**config.mk**
```make
export PLATFORM = sky130hd
export DESIGN_NAME = ant_nav
export DESIGN_NICKNAME = d
export VERILOG_FILES = /design/src/rtl/ant_pkg.sv /design/src/rtl/ant_ph_timer.sv /design/src/rtl/ant_nav.sv
export SDC_FILE = /design/constraint.sdc
export NUM_CORES = 1
export LEC_CHECK = 0
export ABC_AREA = 1
export ABC_CLOCK_PERIOD_IN_PS = 1400
export CAP_MARGIN = 25
export CORE_MARGIN = 2
export CORE_UTILIZATION = 51
export CTS_CLUSTER_DIAMETER = 80
export DETAILED_ROUTE_END_ITERATION = 12
export HOLD_SLACK_MARGIN = 0.03
export PLACE_DENSITY = 0.74
export SLEW_MARGIN = 20
export SYNTH_ARGS = -nofsm -noshare
export SYNTH_HDL_FRONTEND = slang
export SYNTH_SLANG_ARGS = --single-unit
```
**constraint.sdc**
```tcl
create_clock -name clk -period 1.4 [get_ports clk]
set_clock_uncertainty 0.1 [all_clocks]
set_input_delay 0.35 -clock clk [delete_from_list [all_inputs] [get_ports clk]]
set_output_delay 0.35 -clock clk [all_outputs]
set_load 0.05 [all_outputs]
```
**src/rtl/ant_pkg.sv**
```systemverilog
// Shared move codes, state encoding and move decode for the ant navigation blocks.
package ant_pkg;

  localparam logic [1:0] MV_HALT  = 2'b00;
  localparam logic [1:0] MV_FWD   = 2'b01;
  localparam logic [1:0] MV_LEFT  = 2'b10;
  localparam logic [1:0] MV_RIGHT = 2'b11;

  typedef enum logic [2:0] {
    ST_IDLE     = 3'd0,
    ST_FWD      = 3'd1,
    ST_TURN_IN  = 3'd2,
    ST_TURN_OUT = 3'd3,
    ST_RECOVER  = 3'd4,
    ST_DONE     = 3'd5
  } state_e;

  // Turning "in" means toward the followed wall; "out" is away from it.
  function automatic logic [1:0] move_of(input state_e st, input logic left_hand);
    logic [1:0] mv;
    mv = MV_HALT;
    case (st)
      ST_FWD:      mv = MV_FWD;
      ST_TURN_IN:  mv = left_hand ? MV_LEFT : MV_RIGHT;
      ST_TURN_OUT: mv = left_hand ? MV_RIGHT : MV_LEFT;
      default:     mv = MV_HALT;
    endcase
    return mv;
  endfunction

endpackage

```
**src/rtl/ant_ph_timer.sv**
```systemverilog
// Forward-step counter and registered pheromone drop pulse.
module ant_ph_timer #(
  parameter int PH_WIDTH  = 2,
  parameter int PH_CODE   = 1,
  parameter int PH_PERIOD = 8
) (
  input  logic                clk,
  input  logic                rst_n,
  input  logic                fwd_i,
  input  logic                suppress_i,
  input  logic [PH_WIDTH-1:0] ph_detected_i,
  output logic [PH_WIDTH-1:0] ph_drop_o
);

  localparam logic [7:0]          STEP_LAST = 8'(PH_PERIOD - 1);
  localparam logic [PH_WIDTH-1:0] CODE      = PH_WIDTH'(PH_CODE);

  logic [7:0]          step_q, step_d;
  logic [PH_WIDTH-1:0] drop_q, drop_d;
  logic                last_step;

  always_comb begin
    last_step = fwd_i && (step_q == STEP_LAST);
    step_d    = step_q;
    drop_d    = '0;
    if (fwd_i) step_d = last_step ? 8'd0 : step_q + 8'd1;
    // An occupied cell still consumes the period; the drop is simply skipped.
    if (last_step && (ph_detected_i == '0) && !suppress_i) drop_d = CODE;
  end

  always_ff @(posedge clk) begin
    if (!rst_n) begin
      step_q <= 8'd0;
      drop_q <= '0;
    end else begin
      step_q <= step_d;
      drop_q <= drop_d;
    end
  end

  assign ph_drop_o = drop_q;

endmodule

```
**src/rtl/ant_nav.sv**
```systemverilog
// Wall-following ant navigator: antenna-driven FSM with hit recovery, spin limit and pheromone trail.
module ant_nav
  import ant_pkg::*;
#(
  parameter int HAND      = 0,
  parameter int PH_WIDTH  = 2,
  parameter int PH_CODE   = 1,
  parameter int PH_PERIOD = 8,
  parameter int SPIN_MAX  = 4,
  parameter int HIT_WAIT  = 3
) (
  input  logic                clk,
  input  logic                rst_n,
  input  logic                ant_r,
  input  logic                ant_l,
  input  logic                hit,
  input  logic                escape,
  input  logic [PH_WIDTH-1:0] ph_detected,
  output logic [1:0]          move,
  output logic [PH_WIDTH-1:0] ph_drop,
  output logic                done
);

  localparam logic       LEFT_HAND = (HAND != 0);
  localparam logic [7:0] SPIN_LAST = 8'(SPIN_MAX - 1);
  localparam logic [7:0] WAIT_LOAD = 8'(HIT_WAIT - 1);

  state_e     state_q, state_d;
  logic [7:0] spin_q, spin_d;
  logic [7:0] wait_q, wait_d;
  logic [1:0] move_q;
  logic       done_q;
  logic       f_ant, o_ant, turning;

  always_comb begin
    f_ant   = LEFT_HAND ? ant_l : ant_r;
    o_ant   = LEFT_HAND ? ant_r : ant_l;
    turning = (state_q == ST_TURN_IN) || (state_q == ST_TURN_OUT);
    state_d = state_q;
    wait_d  = wait_q;
    spin_d  = turning ? spin_q + 8'd1 : 8'd0;

    if (state_q == ST_DONE) begin
      state_d = ST_DONE;
    end else if (escape) begin
      state_d = ST_DONE;
    end else if (hit) begin
      state_d = ST_RECOVER;
      wait_d  = WAIT_LOAD;
    end else if (state_q == ST_RECOVER) begin
      if (wait_q != 8'd0) wait_d = wait_q - 8'd1;
      else                state_d = ST_TURN_OUT;
    end else if (turning && (spin_q == SPIN_LAST)) begin
      // Break out of a spin by forcing one forward step.
      state_d = ST_FWD;
      spin_d  = 8'd0;
    end else if (f_ant && o_ant) begin
      state_d = ST_TURN_OUT;
    end else if (f_ant) begin
      state_d = ST_FWD;
    end else if (o_ant) begin
      state_d = ST_TURN_OUT;
    end else begin
      state_d = (state_q == ST_FWD) ? ST_TURN_IN : ST_FWD;
    end
  end

  always_ff @(posedge clk) begin
    if (!rst_n) begin
      state_q <= ST_IDLE;
      spin_q  <= 8'd0;
      wait_q  <= 8'd0;
      move_q  <= MV_HALT;
      done_q  <= 1'b0;
    end else begin
      state_q <= state_d;
      spin_q  <= spin_d;
      wait_q  <= wait_d;
      move_q  <= move_of(state_d, LEFT_HAND);
      done_q  <= (state_d == ST_DONE);
    end
  end

  ant_ph_timer #(
    .PH_WIDTH (PH_WIDTH),
    .PH_CODE  (PH_CODE),
    .PH_PERIOD(PH_PERIOD)
  ) u_ph_timer (
    .clk          (clk),
    .rst_n        (rst_n),
    .fwd_i        (state_q == ST_FWD),
    .suppress_i   (state_d == ST_DONE),
    .ph_detected_i(ph_detected),
    .ph_drop_o    (ph_drop)
  );

  assign move = move_q;
  assign done = done_q;

endmodule

```
==> out/qor.yml, run 1 <==
outcome:
  status: "finished, violations left"
  violations: "design-rule violations, negative setup slack"
global_route:
  grt.total_usage_pct: 20.8
  antenna_found_initial: 0
  grt_start_max_net_pins: 10
  overflow: 0
  grt_pass1_vias: 1372
  grt_first_pass_wirelength_um: 5510
final_layout:
  fin_area_um2: 2110
  layout.cells.non_filler: 280
  drive_gt1_share_pct: 36.5
  nets: 260
  fill_cells: 195
  n_antenna_cell: 0
  post-route-util_pct: 75.3
  area_growth_pct: 37.7
clocking:
  postCtsHoldBufs: 0
  clockBufferDepth: 2
  clk_root_buffer_cell: "clkbuf_4"
  cts_tree: "done"
  cts_inserted_buffers: 5
  clk_latency_ps: 340
  cts.sinks: 31
  htree_levels: 2
  cts.reportedPaths.clkPinSlew_ps: 100
worst_setup_path:
  r2r_cells: 11
  crit_required_ps: 1590
  critPathTopFamily: "simple AND/OR/NAND/NOR gates"
  critPathArrivalTime_ps: 1590
  cp_max_fo: 4
  critPathMostFrequentCell: "nand2_4"
  crit_slowest_cell: "dfxtp_2"
  worstPathBufferInverterCount: 1
  worstSetupPathDepth: 11
  worstSetupStartpointType: "register"
  cp_cell_sequence: "inv_2 -> ha_4 -> nand2_4 -> nor2_4 -> nand2_4 -> nand2_4 -> nor2_4 -> nand2_2 -> nand2_1 -> nand2_1 -> nor2_1"
  critPathKind: "reg2reg"
  end_kind: "register"
  ff2ff_setup_slack_ps: -5
  max_stage_delay_ps: 350
yosys:
  async_flop_share_pct: 0
  synth.ff_latch_count: 31
  yosys_warnings: 0
  synth_edf_count: 0
  synth_most_common_cell: "nand2_1"
  netlist_instances: 211
  netlist_area_um2: 1530
  synth_top_area_share_pct: 40.5
  yosys.area.top_type: "dfxtp_1"
  synth_ff_type: "dfxtp_1"
  yosysSeqAreaShare_pct: 40.5
  synth_cell_types: 30
  synth_area_leaders: "dfxtp_1, nand2_1, nor2_1"
  syn_nets: 222
  synth_common_cells: "nand2_1, nor2_1, dfxtp_1"
  synth.avg_cell_area_um2: 7.27
floorplanning:
  core_area_um2: 2810
  die-area_um2: 3460
  ios: 13
  die_h_um: 58.8
  die_x_um: 58.8
  start_util_pct: 54.7
  row_count: 19
flow_run:
  drv_cap: 0
drt:
  drtIter0Drc: 64
  drc_errors: 1
  vias: 1453
  wirelength_um: 3380
  ant_nets: 0
  drt-vias-per-instance: 5.19
  wl_per_cell_um: 12.1
  firstDrtPassIters: 8
place:
  dpl.hpwl_um: 2380
  io_buffers: 11
  dp.cells: 267
  place_area_um2: 1850
  gp_congestion: 0.781
  pre_cts_ws_ps: -344
timing:
  finalCriticalPeriod_ps: 1400
  hold_viol_final: 0
  setup_viol: 1
  layout_worst_path_cycle_share_pct: 100
  timing.fmax_mhz: 712
  slew_viol_final: 0
  rsz0062_at_grt: "true"
  fin_ws_ps: -4.70
pwr:
  total_leakage_power_nw: 0.898
  peakVddDrop_mv: 0.910
  p_total_mw: 2.12
  power_density_nw_per_um2: 1000
worst_hold_path:
  hold_path_depth: 2
  hp-class: "reg2reg"
==> worst paths after layout <==
kind,to,startpoint
worst max register to register,wait_q[2],wait_q[0]
worst max-delay path,wait_q[2],wait_q[0]
worst min-delay path,spin_q[0],spin_q[0]
worst min register to register,spin_q[0],spin_q[0]
==> cell families (layout without fill, tap and decap cells) <==
kind of cell / Yosys count / in the layout / share of synthesized area, %
compound gates: 21 / 21 / 7.99
xor+xnor: 5 / 5 / 2.86
fa+ha+maj: 3 / 3 / 2.45
buf+inv: 34 / 71 / 9.22
flops: 31 / 31 / 40.5
other cells: 1 / 1 / 0.244
simple gates: 116 / 117 / 36.8
==> tightest hold or removal path, delay by kind of cell, from the launching register on <==
family / cells / cell delay [ps]
AND/OR/NAND/NOR: 1 / 30
flip-flops: 1 / 340
buffers and inverters: 1 / 100
==> routing by layer <==
layer  GRT usage (%)  share of wire (%)  up-vias
met1            25.5                 43      668
met4            6.49                1.7        0
met2            34.3                 50       33
met5               0                  0        -
li1                -                  -      747
met3            7.25                5.5        5
==> registers in the layout, summed over array words and instances (netlist names) <==
register	count
wait_q	8
u_ph_timer.ph_drop_o	1
u_ph_timer.step_q	8
move	2
done	1
state_q	3
spin_q	8
==> area by class of cell <==
class / count / area, um^2 / share of cell area, %
inverter: 32 / 128 / 6.04
clock buffer: 6 / 51.3 / 2.43
tap: 31 / 38.8 / 1.84
clock inverter: 1 / 5.00 / 0.237
multi-input combinational: 147 / 928 / 44.0
sequential: 31 / 637 / 30.2
timing repair buffer: 32 / 324 / 15.3
==> placed cells by master (no fill, tap or decap), drive strengths merged <==
cell type,n
clkbuf,6
o21bai,1
xor2,3
clkdlybuf4s50,7
buf,25
nand4,3
nor4,1
dfxtp,31
xnor2,2
nor2,38
clkinv,1
ha,3
inv,32
a21oi,13
nor3b,1
nor3,11
conb,1
nand2,46
nand3,17
o21ai,7
==> repair_timing <==
| action | in CTS | in global routing |
|---|---|---|
| pin swaps | 7 | 10 |
| buffers inserted | 1 | 4 |
| endpoints found under the setup margin | 15 | 24 |
| resized for setup | 11 | 36 |
| hold endpoints to repair | 0 | 0 |
| cloned | 1 | 0 |
==> where the power goes <==
part           internal (mW)  total (mW)  switching (mW)
combinational          0.266       0.606           0.339
clock                  0.232       0.541           0.308
sequential             0.931       0.975          0.0436
total                   1.43        2.12           0.691
==> per-stage QoR <==
stage / hold WS (ps) / setup TNS (ps)
floorplan: 318 / 0
global placement: 371 / -5110
detailed placement: 390 / -5990
CTS: 391 / -81.1
global route: 409 / -716
finish: 397 / -4.70
(Power assumes the default switching activity.)
==> run 2: changes to the inputs <==
Settings changed: CORE_ASPECT_RATIO set to 1.25, SYNTH_HIERARCHICAL set to 1.
==> out/qor.yml, run 2 <==
yosys:
  synth_most_common_cell: "nand2_1"
  synth_ff_type: "dfxtp_1"
  synth_compound_area_share_pct: 7.76  # -0.23 points
  netlist_area_um2: 1580  # +3.0%
  synth_area_leaders: "dfxtp_1, nand2_1, nor2_1"
  async_flop_share_pct: 0  # unchanged
  synth.avg_cell_area_um2: 7.28  # +0.17%
  synth.ff_latch_count: 31  # unchanged
  yosysSeqAreaShare_pct: 39.3  # -1.2 points
  netlist_instances: 217  # +2.8%
  synth-adder-area-share_pct: 2.38  # -0.072 points
  synth_top_area_share_pct: 39.3  # -1.2 points
  synth_edf_count: 0  # unchanged
  synth_top_family_by_area: "simple AND/OR/NAND/NOR gates"
  synth_common_cells: "nand2_1, dfxtp_1, nor2_1"
  synthMuxAreaShare_pct: 0  # unchanged
  synth_cell_types: 32  # +6.7%
  yosys.area.top_type: "dfxtp_1"
  yosys.area_share.simple_pct: 36.6  # -0.21 points
  yosys_warnings: 6  # +6
  synthXorXnorAreaFrac_pct: 4.99  # +2.1 points
  syn_nets: 228  # +2.7%
global_route:
  overflow: 0  # unchanged
  grt_first_pass_wirelength_um: 5780  # +4.9%
  grt_start_max_net_pins: 12  # +2
  antenna_found_initial: 0  # unchanged
  grt_pass1_vias: 1408  # +2.6%
  grt.total_usage_pct: 22.8  # +1.9 points
timing:
  hold_viol_final: 0  # unchanged
  timing.fmax_mhz: 714  # +0.24%
  slew_viol_final: 0  # unchanged
  finalCriticalPeriod_ps: 1400  # -3.42 ps
  fin_ws_ps: -1.28  # +3.42 ps
  setup_viol: 2  # +1
  layout_worst_path_cycle_share_pct: 100  # -0.24 points
  rsz0062_at_grt: "true"
  fin_tns_setup_ps: -2.05  # +2.65 ps
clocking:
  htree_levels: 2  # unchanged
  clk_root_buffer_cell: "clkbuf_4"
  cts_tree: "done"
  clk_latency_ps: 330  # about the same
  postCtsHoldBufs: 0  # unchanged
  cts_inserted_buffers: 5  # unchanged
  cts.reportedPaths.clkPinSlew_ps: 100  # about the same
  clockBufferDepth: 2  # unchanged
  cts.sinks: 31  # unchanged
pwr:
  peakVddDrop_mv: 0.965  # +6.0%
  total_leakage_power_nw: 0.942  # +5.0%
  power_density_nw_per_um2: 948  # -5.6%
  p_total_mw: 2.09  # -1.3%
worst_hold_path:
  hp-class: "reg2reg"
  hold_path_depth: 2  # unchanged
worst_setup_path:
  critPathKind: "reg2reg"
  max_stage_delay_ps: 330  # -20 ps
  worstPathBufferInverterCount: 2  # +1
  ff2ff_setup_slack_ps: -1  # about the same
  worstSetupPathDepth: 9  # -2
  crit_required_ps: 1580  # about the same
  end_kind: "register"
  critPathTopFamily: "simple AND/OR/NAND/NOR gates"
  r2r_cells: 9  # -2
  critPathArrivalTime_ps: 1580  # about the same
  cp_cell_sequence: "inv_2 -> ha_4 -> nand2_4 -> buf_4 -> o21ai_1 -> nand3_1 -> nor2_1 -> a21oi_1 -> nor2_1"
  crit_slowest_cell: "dfxtp_2"
  cp_max_fo: 2  # -2
  critPathMostFrequentCell: "nor2_1"
  worstSetupStartpointType: "register"
final_layout:
  layout.cells.non_filler: 302  # +7.9%
  n_antenna_cell: 0  # unchanged
  reg_top3: "spin_q: 8 flops, u_ph_timer/step_q: 8 flops, wait_q: 8 flops"
  fin_area_um2: 2210  # +4.6%
  area_growth_pct: 39.7
  final_cell_mix: "nand2_1, buf_4, nor2_1"
  drive_gt1_share_pct: 36.5  # -0.080 points
  nets: 276  # +6.2%
  layout_commonest_cell: "nand2_1"
floorplanning:
  row_count: 22  # +3
  start_util_pct: 53.7  # -1.0 points
  die_h_um: 66.2  # +13%
  die-area_um2: 3560  # +2.9%
  die_x_um: 53.8  # -8.6%
  ios: 13  # unchanged
  core_area_um2: 2950  # +5.0%
drt:
  vias: 1516  # +4.3%
  firstDrtPassIters: 4  # -4
  wirelength_um: 3600  # +6.6%
  drt-vias-per-instance: 5.02  # -3.3%
  ant_nets: 0  # unchanged
  wl_per_cell_um: 11.9  # -1.2%
  drc_errors: 0  # -1
  drtIter0Drc: 61  # -4.7%
outcome:
  status: "finished, violations left"
  violations: "negative setup slack"
place:
  dp.cells: 291  # +9.0%
  dpl.hpwl_um: 2500  # +5.2%
  place_area_um2: 1990  # +7.4%
  gp_congestion: 0.832  # +6.6%
  io_buffers: 11  # unchanged
flow_run:
  drv_cap: 0  # unchanged
==> run 2: cell types whose count changed in the layout (fill, tap and decap cells not counted), moves of 4 or more <==
cell,change
buf_4,+9
nand2_1,+8
nand2_2,-7
nor2_1,-7
nand3_1,+6
xor2_1,+5
nor2_2,+4
o21ai_2,-4
==> run 2: worst paths after layout <==
kind / end / startpoint
worst max-delay path: wait_q[6] / wait_q[0]
worst min register to register: u_ph_timer/step_q[7] / u_ph_timer/step_q[7]
worst max register to register: wait_q[6] / wait_q[0]
worst min-delay path: u_ph_timer/step_q[7] / u_ph_timer/step_q[7]
==> run 2: worst register-to-register path, stage by stage (launching register included) <==
cell	delay, ps
dfxtp_2	330
inv_2	70
ha_4	150
nand2_4	60
buf_4	140
o21ai_1	140
nand3_1	110
nor2_1	120
a21oi_1	50
nor2_1	80
==> run 2: layout make-up <==
type,count,area [um^2]
Clock inverter,1,5.00
Sequential cell,31,631
Timing Repair Buffer,43,405
Clock buffer,7,45.0
Fill cell,225,737
Multi-Input combinational cell,153,956
Inverter,31,121
Tap cell,36,45.0
==> run 2: logic make-up (layout without fill, tap and decap cells) <==
logic type / count (synthesis) / count (layout)
xor gates and xnor gates: 9 / 9
DFF: 31 / 31
AOI/OAI and AO/OA: 20 / 20
adders and majority gates: 3 / 3
other: 1 / 1
buffers and inverters: 34 / 82
and+or+nand+nor: 119 / 120
==> run 2: routing by layer <==
metal / up-vias / global-route usage [%] / routed length [um]
met3: 8 / 7.01 / 148
met5: - / 0 / 0
met4: 0 / 14.4 / 89
met1: 688 / 23.8 / 1520
li1: 786 / - / -
met2: 34 / 38.1 / 1840
==> run 2: timing repair <==
action / CTS / global route
pin swaps: 2 / 9
buffers inserted: 0 / 2
gates cloned: 1 / 0
resized for setup: 9 / 36
setup endpoints to repair: 16 / 24
==> run 2: stage by stage <==
stage,worst slack (ps),util (%),hold slack (ps)
detailed placement,-340,67.6,380
global route,-93.9,75.0,430
global placement,-313,67.6,370
finish,-1.28,75.0,390
CTS,5.96,70.6,394
floorplan,18.7,-,318
==> run 2: where the power goes <==
part	internal, mW	switching (mW)
Clock	0.195	0.309
Sequential	0.925	0.0361
Combinational	0.294	0.334
Total	1.41	0.679
